## config.mk

```make
export PLATFORM = sky130hd
export DESIGN_NAME = uart_tx_mmio
export DESIGN_NICKNAME = d
export VERILOG_FILES = /design/src/rtl/uart_tx_mmio.sv
export SDC_FILE = /design/constraint.sdc
export NUM_CORES = 1
export LEC_CHECK = 0
export ABC_CLOCK_PERIOD_IN_PS = 4200
export BUFFER_PORTS_ARGS = -buffer_cell sky130_fd_sc_hd__buf_4
export CAP_MARGIN = 15
export CORE_ASPECT_RATIO = 1.1
export CORE_UTILIZATION = 42
export DETAILED_ROUTE_END_ITERATION = 8
export PLACE_DENSITY_LB_ADDON = 0.3
export SETUP_SLACK_MARGIN = 0.4
export SYNTH_ARGS = -nofsm -noshare
export SYNTH_HDL_FRONTEND = slang
export SYNTH_SLANG_ARGS = --single-unit
export TNS_END_PERCENT = 100
```

## constraint.sdc

```tcl
create_clock -name clk -period 4.2 [get_ports clk]
set_input_delay 0.84 -clock clk [delete_from_list [all_inputs] [get_ports clk]]
set_output_delay 0.84 -clock clk [all_outputs]
set_load 0.005 [all_outputs]
```

## src/rtl/uart_tx_mmio.sv

```systemverilog
// uart_tx_mmio
//   Memory-mapped 8N1 UART transmitter with a small byte FIFO.
//   Register window: BASE_ADR+0 DATA (write pushes a byte, reads 0),
//                    BASE_ADR+1 STATUS (read {4'b0, ovf, tx_active, empty, full},
//                    write clears ovf).
//
// Ports
//   clk        system clock (CPU clock), all state on posedge
//   reset      asynchronous, active-high
//   adr_bus    CPU address
//   RW         1 = read, 0 = write (write seen at exactly one posedge)
//   wdata      CPU write data
//   rdata      combinational read data, 0 unless a STATUS read is in progress
//   sel        combinational window decode for the CPU bus mux
//   tx         registered serial output, idles high
//   irq_empty  registered: FIFO empty and transmitter idle
//
// State table
//   S_IDLE  | line idle high, waiting for a queued byte
//   S_START | driving the start bit (low) for CLK_DIV cycles
//   S_DATA  | driving data bits LSB first, CLK_DIV cycles each
//   S_STOP  | driving the stop bit (high); may chain straight into S_START
module uart_tx_mmio #(
  parameter logic [15:0] BASE_ADR   = 16'h6000,
  parameter int          CLK_DIV    = 16,
  parameter int          FIFO_DEPTH = 4
) (
  input  logic        clk,
  input  logic        reset,
  input  logic [15:0] adr_bus,
  input  logic        RW,
  input  logic [7:0]  wdata,
  output logic [7:0]  rdata,
  output logic        sel,
  output logic        tx,
  output logic        irq_empty
);

  localparam int              AW        = $clog2(FIFO_DEPTH);
  localparam int              BW        = $clog2(CLK_DIV);
  localparam logic [15:0]     STAT_ADR  = BASE_ADR + 16'd1;
  localparam logic [AW:0]     DEPTH_C   = (AW+1)'(FIFO_DEPTH);
  localparam logic [BW-1:0]   BCNT_LAST = BW'(CLK_DIV - 1);

  typedef enum logic [1:0] {S_IDLE, S_START, S_DATA, S_STOP} state_t;

  state_t          state_q, state_d;
  logic [BW-1:0]   bcnt_q, bcnt_d;
  logic [2:0]      bit_q, bit_d;
  logic [7:0]      shift_q, shift_d;
  logic            tx_q, tx_d;
  logic [AW-1:0]   wr_ptr_q, wr_ptr_d;
  logic [AW-1:0]   rd_ptr_q, rd_ptr_d;
  logic [AW:0]     count_q, count_d;
  logic            ovf_q, ovf_d;
  logic            irq_q;
  logic [7:0]      mem_q [FIFO_DEPTH];

  logic hit_data, hit_stat;
  logic push_req, push_ok, pop;
  logic fifo_full, fifo_empty, bcnt_end;

  assign hit_data   = (adr_bus == BASE_ADR);
  assign hit_stat   = (adr_bus == STAT_ADR);
  assign sel        = hit_data | hit_stat;
  assign fifo_full  = (count_q == DEPTH_C);
  assign fifo_empty = (count_q == '0);
  assign bcnt_end   = (bcnt_q == BCNT_LAST);

  // A push into a full FIFO still fits when the FSM pops the head this cycle.
  assign push_req = ~RW & hit_data;
  assign push_ok  = push_req & (~fifo_full | pop);

  always_comb begin
    rdata = 8'h00;
    if (RW && hit_stat)
      rdata = {4'b0000, ovf_q, (state_q != S_IDLE), fifo_empty, fifo_full};
  end

  always_comb begin
    wr_ptr_d = wr_ptr_q;
    rd_ptr_d = rd_ptr_q;
    count_d  = count_q;
    ovf_d    = ovf_q;
    if (push_ok) wr_ptr_d = wr_ptr_q + AW'(1);
    if (pop)     rd_ptr_d = rd_ptr_q + AW'(1);
    case ({push_ok, pop})
      2'b10:   count_d = count_q + (AW+1)'(1);
      2'b01:   count_d = count_q - (AW+1)'(1);
      default: count_d = count_q;
    endcase
    if (push_req && !push_ok)
      ovf_d = 1'b1;
    else if (!RW && hit_stat)
      ovf_d = 1'b0;
  end

  // tx_d is the line level for the state being entered, so tx stays a clean flop.
  always_comb begin
    state_d = state_q;
    bcnt_d  = bcnt_q;
    bit_d   = bit_q;
    shift_d = shift_q;
    tx_d    = tx_q;
    pop     = 1'b0;
    case (state_q)
      S_IDLE: begin
        tx_d = 1'b1;
        if (!fifo_empty) begin
          pop     = 1'b1;
          shift_d = mem_q[rd_ptr_q];
          bcnt_d  = '0;
          state_d = S_START;
          tx_d    = 1'b0;
        end
      end
      S_START: begin
        if (bcnt_end) begin
          bcnt_d  = '0;
          bit_d   = 3'd0;
          state_d = S_DATA;
          tx_d    = shift_q[0];
        end else begin
          bcnt_d = bcnt_q + BW'(1);
        end
      end
      S_DATA: begin
        if (bcnt_end) begin
          bcnt_d = '0;
          if (bit_q == 3'd7) begin
            state_d = S_STOP;
            tx_d    = 1'b1;
          end else begin
            bit_d   = bit_q + 3'd1;
            shift_d = shift_q >> 1;
            tx_d    = shift_q[1];
          end
        end else begin
          bcnt_d = bcnt_q + BW'(1);
        end
      end
      S_STOP: begin
        if (bcnt_end) begin
          bcnt_d = '0;
          if (!fifo_empty) begin
            pop     = 1'b1;
            shift_d = mem_q[rd_ptr_q];
            state_d = S_START;
            tx_d    = 1'b0;
          end else begin
            state_d = S_IDLE;
            tx_d    = 1'b1;
          end
        end else begin
          bcnt_d = bcnt_q + BW'(1);
        end
      end
      default: begin
        state_d = S_IDLE;
        tx_d    = 1'b1;
      end
    endcase
  end

  always_ff @(posedge clk or posedge reset) begin
    if (reset) begin
      state_q  <= S_IDLE;
      bcnt_q   <= '0;
      bit_q    <= 3'd0;
      shift_q  <= 8'h00;
      tx_q     <= 1'b1;
      wr_ptr_q <= '0;
      rd_ptr_q <= '0;
      count_q  <= '0;
      ovf_q    <= 1'b0;
      irq_q    <= 1'b1;
    end else begin
      state_q  <= state_d;
      bcnt_q   <= bcnt_d;
      bit_q    <= bit_d;
      shift_q  <= shift_d;
      tx_q     <= tx_d;
      wr_ptr_q <= wr_ptr_d;
      rd_ptr_q <= rd_ptr_d;
      count_q  <= count_d;
      ovf_q    <= ovf_d;
      irq_q    <= fifo_empty && (state_q == S_IDLE);
    end
  end

  // Storage needs no reset: only slots between the pointers are ever read.
  // On a full-FIFO collision the pop reads the old head before this write lands.
  always_ff @(posedge clk) begin
    if (push_ok) mem_q[wr_ptr_q] <= wdata;
  end

  assign tx        = tx_q;
  assign irq_empty = irq_q;

endmodule

```

# [Word level (Yosys, flattened, before mapping)]
# Memory sizes are Yosys's and may differ from the RTL's.
# Index checks and enable logic that the tools add are counted.
[word_totals] n_memories=1 in_bits=27 regBits=27 elab_cells=91 output_inout_bits=11 mem_bits_rw=32
[memory_table] memory="mem_q" depth=4 word_bits=8 rd=1 rd_clocked_by_memory_dff=0 wr=1 line_no="57" rtl="logic [7:0] mem_q [FIFO_DEPTH];"
[classes] bitwise=6 n_addsub=6 mux=34 eq_ne=16 reduce_logical=18
[op_table] operator="$eq 16x15->1 const B" n=2
[op_table] operator="$mux 8" n=4
[op_table] operator="$pmux 8 s3" n=1
[op_table] operator="$mux 1" n=12
[op_table] operator="$mux 4" n=3
[op_table] operator="$ne 2x2->1 const B" n=6
[op_table] operator="$pmux 3 s2" n=2
[op_table] operator="$mux 2" n=5
[op_table] operator="$mux 3" n=3
[op_table] operator="$pmux 2 s4" n=1
[op_table] operator="$pmux 4 s2" n=1
[op_table] operator="$reduce_and 4->1" n=2
[op_table] operator="$reduce_bool 2->1" n=4
[op_table] operator="$add 3x1->3 const B" n=2
[op_table] operator="$eq 2x2->1 const B" n=3
[op_table] operator="$eq 3x3->1 const B" n=2
[op_table] operator="$reduce_and 5->1" n=1
[op_table] operator="$add 2x1->2 const B" n=2
[op_table] operator="$add 4x1->4 const B" n=1
[op_table] operator="$eq 2x1->1 const B" n=2
[op_table] operator="$eq 4x4->1 const B" n=1
[op_table] operator="$logic_and 1x1->1" n=4
[op_table] operator="$pmux 1 s4" n=1
[op_table] operator="$logic_not 3->1" n=1
[op_table] operator="other kinds (10)" n=14

# [Logic depth before layout (Yosys ltp)]
# Gate-level depths: netlist of the first run.
[logic_depth] depth_word=9 depth_mapped=9 mapped_depth_nobuf=9

# [Worst setup path before layout of the first run]
# Ideal clock, no wire load.
[synth_timing] path_type="input -> output" start="in adr_bus[1]" end="out rdata[1]" stages=5 n_path_buf=0 required_ns=3.360 slack_ns=1.660 t_arrival_ns=1.700 path_cell_list="nor4_2 nand4_1 inv_1 nand3_1 nor4_1"
[synth_between] elab_chain_len=3
[synth_rtl] element="start: declaration" line_no="30" rtl="input logic [15:0] adr_bus,"
[synth_rtl] element="$eq 16x15->1" line_no="64" rtl="assign hit_stat = (adr_bus == STAT_ADR);"
[synth_rtl] element="$logic_and 1x1->1" line_no="76" rtl="if (RW && hit_stat)"
[synth_rtl] element="$mux 4" line_no="76"
[synth_rtl] element="end: declaration" line_no="33" rtl="output logic [7:0] rdata,"
# No other way between the ends.

# [Worst setup path in the final report of the first run]
[layout_timing] start="in adr_bus[9]" end="out rdata[1]"
# The elaborated chain is that of the path after synthesis.

==> results.md, run 1 <==
- The number of buffers between clock root and the deepest sink is 2.
- After detailed routing, the number of remaining DRC violations is 0.
- The startpoint type of the worst setup path is an input port.
- The number of hold violations in the final report is 0.
- At the end of the flow, the number of nets in the layout was 288.
- The iteration count of the initial detailed-routing pass is 4.
- On the critical path, the stage with the largest delay is an instance of sky130_fd_sc_hd__nor4_2.
- STA classifies the critical path endpoint as an output pin.
- The standard cell area after detailed placement is approximately 3100 um2.
- The worst pin sits at a relative slew slack of 0.414.
- The total overflow left after global routing is 0.
- The count of distinct cell types in the synthesized netlist is 48.
- The sum of negative setup slack is 0 ps.
- The worst endpoint required time is roughly 3400 ps.
- The clock tree synthesis step divided the H-tree into 3 levels.
- The standard cell core area is roughly 6300 um2.
- The initial antenna violation count came to 0.
- The run finished with clean final reports.
- The average instance in the mapped netlist occupies approximately 13 um2.
- The boundary pin count is 38.
- After clock tree synthesis, the flow added hold-fix buffers numbering 0.
- The total of warnings raised by yosys is 0.
- The final route contains 1713 vias.
- The growth of design area from synthesis to finish is 19.0%.
- The antenna diode count is 0.
- The register clock-pin slew on the reported worst setup and hold paths is approximately 70 ps.
- The signal on the critical path passes through buf_4 > nor4_2 > nand4_1 > inv_1 > nand3_1 > nor4_1 > buf_4.
- The async set-or-reset flop fraction in the synthesized netlist is 0.458.
- The worst clock skew is 9.78 ps.
- The worst-margin pin slew is ~900 ps.
- The type of the worst setup path is input port to output pin.
- Measured on the finished design, the core utilization comes to 0.526.
- Total power for the finished layout comes to about 1.2 mW.
- The via count of the first global-routing pass is 1687.
- The largest single stage delay on the critical path is between 200 and 300 ps.
- The final worst setup slack is roughly 1300 ps.
- The post-synthesis cell count is 210.
- The post-synthesis sequential area ratio is 0.588.
- The synthesis-stage register bit count is 59.
- The routed design has 4650 um of wire.
- The kind of cell adding the most delay to the critical path is simple AND/OR/NAND/NOR gates.
- The number of buffers inserted during clock tree synthesis is 9.
- The classification of the worst-slack hold path is flip-flop to flip-flop.
- The die span in x is around 80 um.
- The vertical extent of the die is just under 90 um.
- Entering global routing, the biggest net connects 28 pins.
- The count of fill cells added during filler insertion is ~560.
- The clock root buffer is sky130_fd_sc_hd__clkbuf_8.
- Once the clock tree was built, the resizer swapped 0 gates to a different size.
- The congestion estimate from routability-driven global placement came to about 0.75.
- The final cycle utilization of the critical path is 0.686.
- The multi-input logic area is between 1000 and 1500 um2.
- The per-cell via count in the routed design is ~5.1.
- Setup repair after global routing left no endpoint under its margin.
- The pre-CTS worst setup slack is roughly 1300 ps.
- The clock net in this run drives a total of 59 sinks.
- The most common cell type on the critical path is sky130_fd_sc_hd__buf_4.
- The total setup buffers inserted after CTS is 0.
- The post-route minimum period is just under 3000 ps.
- The final number of max-transition violations is 0.
- The number of buffers added on ports is 33.
- The first global-routing pass estimated about 7900 um of wire.
- The area enclosed by the die boundary is roughly 7000 um2.
- The TritonCTS clock tree is yes.
- Across the whole layout, storage elements account for 1640 um2.
- The number of DRC violations after detailed-routing iteration 0 is 90.
- The number of buffer and inverter instances along the worst setup path is 3.
- The largest fanout on the critical path is 4.
- In the final routed layout, each cell accounts on average for approximately 14 um.
- The post-synth design cell area is roughly 2800 um2.
- The area of all placed cells without fillers is 3320 um2.
- After legalization and detailed placement, the total HPWL measured between 3000 and 4000 um.
- Counting flops with a built-in enable in the synthesized netlist gives 32.
- The peak supply drop is 279 uV.
- The final count of negative-setup-slack endpoints is 0.
- Once detail routing completed, the nets flagged for antenna violations numbered 0.
- The upper clock frequency limit is around 350 MHz.
- Of the cells placed in the final design, the portion with a size suffix greater than 1 is 0.269.
- The clock reaches the later pin of the worst-skew pair after 350 ps.
- The max-cap check violation count is 0.
- The power density normalized to cell area is about 360 nW/um2.
- Summed over all cells, the static leakage comes to 1.40 nW.
- The critical path data arrival time is ~2000 ps.
- Among all flip-flop cells after synthesis, the most frequent one is sky130_fd_sc_hd__edfxtp_1.
- The initial cell density of the core is 0.442.
- In the global route stage, overall resource usage came out at 0.157.
- After floorplanning, the core was divided into 30 placement rows.
## layer usage
metal / part of all wire / wire length, um / track usage
met5: 0 / 0 / 0
met3: 0.039 / 183 / 0.0628
met1: 0.44 / 2050 / 0.183
met4: 0.024 / 111 / 0.0744
met2: 0.49 / 2300 / 0.253
## metrics by stage
stage / hold WS (ps) / instances
after floorplan: 450 / 213
after global placement: 463 / 316
after detailed placement: 471 / 316
after CTS: 492 / 332
after global routing: 509 / 333
final: 485 / 333
## final timing paths
kind                                  from  cells after the start  slack, ps          to
worst max-delay path            adr_bus[9]                      7       1320    rdata[1]
worst min-delay path            shift_q[0]                      2        490  shift_q[0]
worst max register to register  state_q[0]                      7       1570  count_q[2]
worst min register to register  shift_q[0]                      2        490  shift_q[0]
max in group asynchronous            reset                      3       3160  state_q[0]
min in group asynchronous            reset                      2        560  count_q[0]
## sequential cells by signal (all words and copies together) (netlist names), 2 cells and up
| name | count |
|---|---|
| mem_q | 32 |
| bit_q | 3 |
| count_q | 3 |
| shift_q | 8 |
| bcnt_q | 4 |
| state_q | 2 |
| rd_ptr_q | 2 |
| wr_ptr_q | 2 |
## placed cells by master, fill, tap and decap left out, types with 7 or more instances in the layout
master / netlist / routed
sky130_fd_sc_hd__mux2i_1: 8 / 8
sky130_fd_sc_hd__buf_4: 4 / 33
sky130_fd_sc_hd__o21ai_0: 18 / 18
sky130_fd_sc_hd__inv_1: 10 / 10
sky130_fd_sc_hd__a21oi_1: 7 / 7
sky130_fd_sc_hd__nand2_1: 17 / 17
sky130_fd_sc_hd__clkbuf_8: 0 / 9
sky130_fd_sc_hd__ha_1: 12 / 12
sky130_fd_sc_hd__dfrtp_1: 25 / 25
sky130_fd_sc_hd__mux4_2: 8 / 8
sky130_fd_sc_hd__nor2_1: 13 / 13
sky130_fd_sc_hd__edfxtp_1: 32 / 32
## cell families after synthesis
family / after synthesis / synth area share
AOI/OAI and AO/OA: 40 / 0.0906
xor gates and xnor gates: 4 / 0.0126
adders and majority gates: 13 / 0.0610
buffers and inverters: 20 / 0.0363
DFF: 59 / 0.588
muxes: 19 / 0.106
other: 1 / 0.00134
and+or+nand+nor: 54 / 0.104
## report_power, final
part | total (mW) | switching, mW | internal [mW]
logic | 0.0333 | 0.0142 | 0.0191
clock network | 0.539 | 0.256 | 0.283
registers | 0.611 | 0.0000289 | 0.611
## tightest hold or removal path, stage by stage (launching register included)
cell and delay [ps]:
sky130_fd_sc_hd__dfrtp_1 350, sky130_fd_sc_hd__nand2_1 50, sky130_fd_sc_hd__o21ai_0 60
## layout make-up
class / count / share of cell area
inverters: 10 / 0.0113
clock buffers: 9 / 0.0373
flip-flops and latches: 59 / 0.494
clock inverters: 7 / 0.0249
well taps: 80 / 0.0302
repair buffers: 34 / 0.0830
multi-input cells: 134 / 0.319
## synth_stat cells (2+ instances only)
| library cell | instances | area (um2) |
|---|---|---|
| sky130_fd_sc_hd__nand2b_1 | 2 | 12.5 |
| sky130_fd_sc_hd__mux2i_1 | 8 | 80.1 |
| sky130_fd_sc_hd__dfstp_2 | 2 | 52.6 |
| sky130_fd_sc_hd__edfxtp_1 | 32 | 961 |
| sky130_fd_sc_hd__buf_2 | 3 | 15.0 |
| sky130_fd_sc_hd__a21oi_1 | 7 | 35.0 |
| sky130_fd_sc_hd__ha_1 | 12 | 150 |
| sky130_fd_sc_hd__nor3b_1 | 2 | 15.0 |
| sky130_fd_sc_hd__buf_4 | 4 | 30.0 |
| sky130_fd_sc_hd__mux2_2 | 2 | 22.5 |
| sky130_fd_sc_hd__inv_1 | 10 | 37.5 |
| sky130_fd_sc_hd__nor2_1 | 13 | 48.8 |
| sky130_fd_sc_hd__nand3_1 | 3 | 15.0 |
| sky130_fd_sc_hd__nand2_1 | 17 | 63.8 |
| sky130_fd_sc_hd__xnor2_1 | 3 | 26.3 |
| sky130_fd_sc_hd__o21bai_1 | 2 | 15.0 |
| sky130_fd_sc_hd__mux4_2 | 8 | 180 |
| sky130_fd_sc_hd__o21ai_0 | 18 | 90.1 |
| sky130_fd_sc_hd__a22o_1 | 2 | 17.5 |
| sky130_fd_sc_hd__and2_1 | 5 | 31.3 |
| sky130_fd_sc_hd__nand4_1 | 2 | 12.5 |
| sky130_fd_sc_hd__dfrtp_1 | 25 | 626 |
| sky130_fd_sc_hd__and3_1 | 2 | 12.5 |
| sky130_fd_sc_hd__nor4_2 | 2 | 25.0 |
Note: power is estimated with default switching activity, not from simulation.
==> run 2, diff against run 1 <==
ABC_CLOCK_PERIOD_IN_PS = 2350   (was 4200)
clock period = 2.35 ns   (was 4.2 ns; I/O delays follow)
==> run 2 against run 1 <==
Clock skew is 1.6 ps lower. Die area unchanged. Highest routed layer unchanged. Register-to-register slack worse by 1200 ps. Critical path depth unchanged. Largest cell class unchanged. Combinational power rose by 99%. Sequential share of layout area shrank 2.9 points. Sequential power up 78%.
==> results.md, run 2 (synthesis results as in run 1) <==
- Final hold analysis gives a worst-case slack of 180 ps.
- The TritonCTS clock tree is yes.
- The largest register by flop count is mem_q.
- The routed wire length is a little under 5000 um.
- In the final layout, the registers with the most flip-flops are mem_q x32, shift_q x8, bcnt_q x4.
- The detailed-routing wirelength on met1 is 2350 um.
- The final global-route overflow total is 0.
- After layout, the design draws a total of 2.08 mW.
- In the routed design, unresolved DRC markers number 0.
- At the later pin of the worst-skew pair, clock insertion delay measures approximately 350 ps.
- STA classifies the critical path startpoint as an input port.
- Entering global routing, the biggest net connects 28 pins.
- For this design the total switching power over the nets is about 0.46 mW.
- The congestion estimate from routability-driven global placement came to between 0.7 and 0.8.
- The design internal power is about 1.6 mW.
- The critical path is of the input port to output pin type.
- The boundary pin count is 38.
- Clock-pin slew was measured on the worst setup and hold paths at roughly 70 ps.
- The final number of max-transition violations is 0.
- The number of sinks driven by the clock tree is 59.
- The normalized max-slew margin is 0.659.
- The critical path data arrival time is 1580 ps.
- The number of DRC violations after detailed-routing iteration 0 is 67.
- Buffers placed on the I/O ports in this run total 33.
- The number of placement rows is 30.
- The final cycle utilization of the critical path is 0.873.
- The worst clock skew is roughly 8.2 ps.
- The iteration count of the initial detailed-routing pass is 4.
- The via count of the first global-routing pass is ~1700.
- The proportion of layout cells with a drive suffix above 1 is 0.371.
- The run finished with clean final reports.
- The relative contribution of combinational cells to total power is 0.032.
- The worst endpoint required time is about 1900 ps.
- The final worst setup slack is roughly 300 ps.
- Along the worst path, the maximum fanout reaches 4.
- The H-tree generated during clock tree synthesis spans 3 levels.
- The total length of routed met3 wires is about 160 um.
- Setup repair after global routing could not meet its margin everywhere.
- From bottom edge to top edge, the die measures 87.5 um.
- The post-detailed-route wirelength per cell is between 10 and 15 um.
- The power density normalized to cell area is 590 nW/um2.
- Using the TritonRoute via totals, the vias-per-cell ratio works out to around 5.0.
- The kind of capture point of the worst setup path is an output pin.
- The worst-margin pin slew is a little over 500 ps.
- The peak supply drop is roughly 470 uV.
- After detailed routing, no signal wire sits above met4.
- The number of hold violations in the final report is 0.
- The clock root buffer is sky130_fd_sc_hd__clkbuf_8.
- The first-pass GRT wire length is approximately 7900 um.
- The most common library cell in the layout ignoring fill and taps is sky130_fd_sc_hd__buf_4.
- For this run, the total global-route usage over all layers was measured as 0.155.
- The number of buffers between clock root and the deepest sink is 2.
- The count of antenna-violating nets left after detailed routing is 0.
- In the detailed route, the total length drawn on met2 is 2300 um.
- The growth of design area from synthesis to finish is 26.5%.
- The worst path in the final design needs a cycle of about 2100 ps, including I/O delays and setup.
- The tool flagged a number of max-cap violations equal to 0.
- The share of total power in the clock network is 0.444.
- The total via count after detailed routing is 1733.
- The number of buffers inserted during clock tree synthesis is 9.
- The number of antenna diodes in the final layout is 0.
- The leakage power summed over all cells is between 1 and 1.5 nW.
- The worst register-to-register path begins at state_q[1].
- The net switching share of the total power is 0.220.
- The initial utilization of the core area, before any placement, comes to 0.442.
- OpenSTA, run right after detailed placement, puts the worst setup slack at around 68 ps.
- Timing would allow up to between 400 and 500 MHz.
- The sequential group share of total power is 0.524.
- The sum of negative setup slack is 0 ps.
- The die is between 70 and 80 um wide.
- The die covers 6970 um2.
- The standard cell core area is about 6300 um2.
- The critical path startpoint is adr_bus[12].
- Setup violations remaining at the end of the flow were counted as 0.
- For this run, the post-layout net count is roughly 300.
- The initial antenna violation count is 0.
- The min-delay analysis places its worst path in the category input port to asynchronous set/reset pin.
- Leaving out fill and tap cells, the most frequent cells in the layout are 39 x sky130_fd_sc_hd__buf_4, 32 x sky130_fd_sc_hd__edfxtp_1, 23 x sky130_fd_sc_hd__dfrtp_1, 18 x sky130_fd_sc_hd__o21ai_0, 16 x sky130_fd_sc_hd__nand2_1.
- The wire-length estimate of the detail-placed layout is around 3400 um.
- The register with the most flip-flops in the layout has 32 of them.
run 2: path summary, 6_finish.rpt:
check | end | slack (ps) | depth (start not counted)
min | ovf_q | 180 | 3
min in group clk | mem_q[2][0] | 320 | 1
max reg2reg | count_q[2] | 370 | 7
max | rdata[1] | 300 | 7
min reg2reg | shift_q[2] | 480 | 2
max in group asynchronous | irq_empty | 1860 | 3
run 2: worst max-delay path: stages:
cell and delay [ps]:
sky130_fd_sc_hd__buf_4 110, sky130_fd_sc_hd__nor3b_1 260, sky130_fd_sc_hd__nand4_1 210, sky130_fd_sc_hd__inv_2 130, sky130_fd_sc_hd__nand3_4 100, sky130_fd_sc_hd__nor4_2 160
sky130_fd_sc_hd__buf_4 150
run 2: repair_timing:
| action | CTS | global route |
|---|---|---|
| pin swaps | 9 | 3 |
| buffers inserted | 7 | 0 |
| endpoints found under the setup margin | 13 | 39 |
| hold buffers | 0 | 0 |
| resized for setup | 12 | 4 |
run 2: final cells by class:
type | instances | area [um2]
inverter | 10 | 37.5
sequential | 59 | 1640
fill | 520 | 2780
multi-input combinational | 134 | 1190
tap | 80 | 100
clock buffer | 9 | 124
timing repair buffer | 45 | 360
clock inverter | 7 | 76.3
run 2: metrics by stage:
step | instances | util | instance area [um2]
floorplan | 213 | - | 2890
global placement | 321 | 0.509 | 3210
detailed placement | 321 | 0.509 | 3210
CTS | 344 | 0.557 | 3510
global route | 344 | 0.560 | 3530
finish | 344 | 0.560 | 3530
run 2: per-layer routing:
metal	GRT usage	vias up
met5	0	-
met4	0.0793	0
met3	0.0565	9
met2	0.229	28
met1	0.200	830
li1	-	866
run 2: power by group through the flow:
stage                     Combinational [mW]  Sequential (mW)  Clock, mW
after floorplan                       0.0165             1.11          0
after global placement                0.0582             1.11          0
after detailed placement              0.0594             1.11          0
after CTS                             0.0665             1.09      0.942
after global routing                  0.0737             1.09      0.988
final                                 0.0663             1.09      0.924
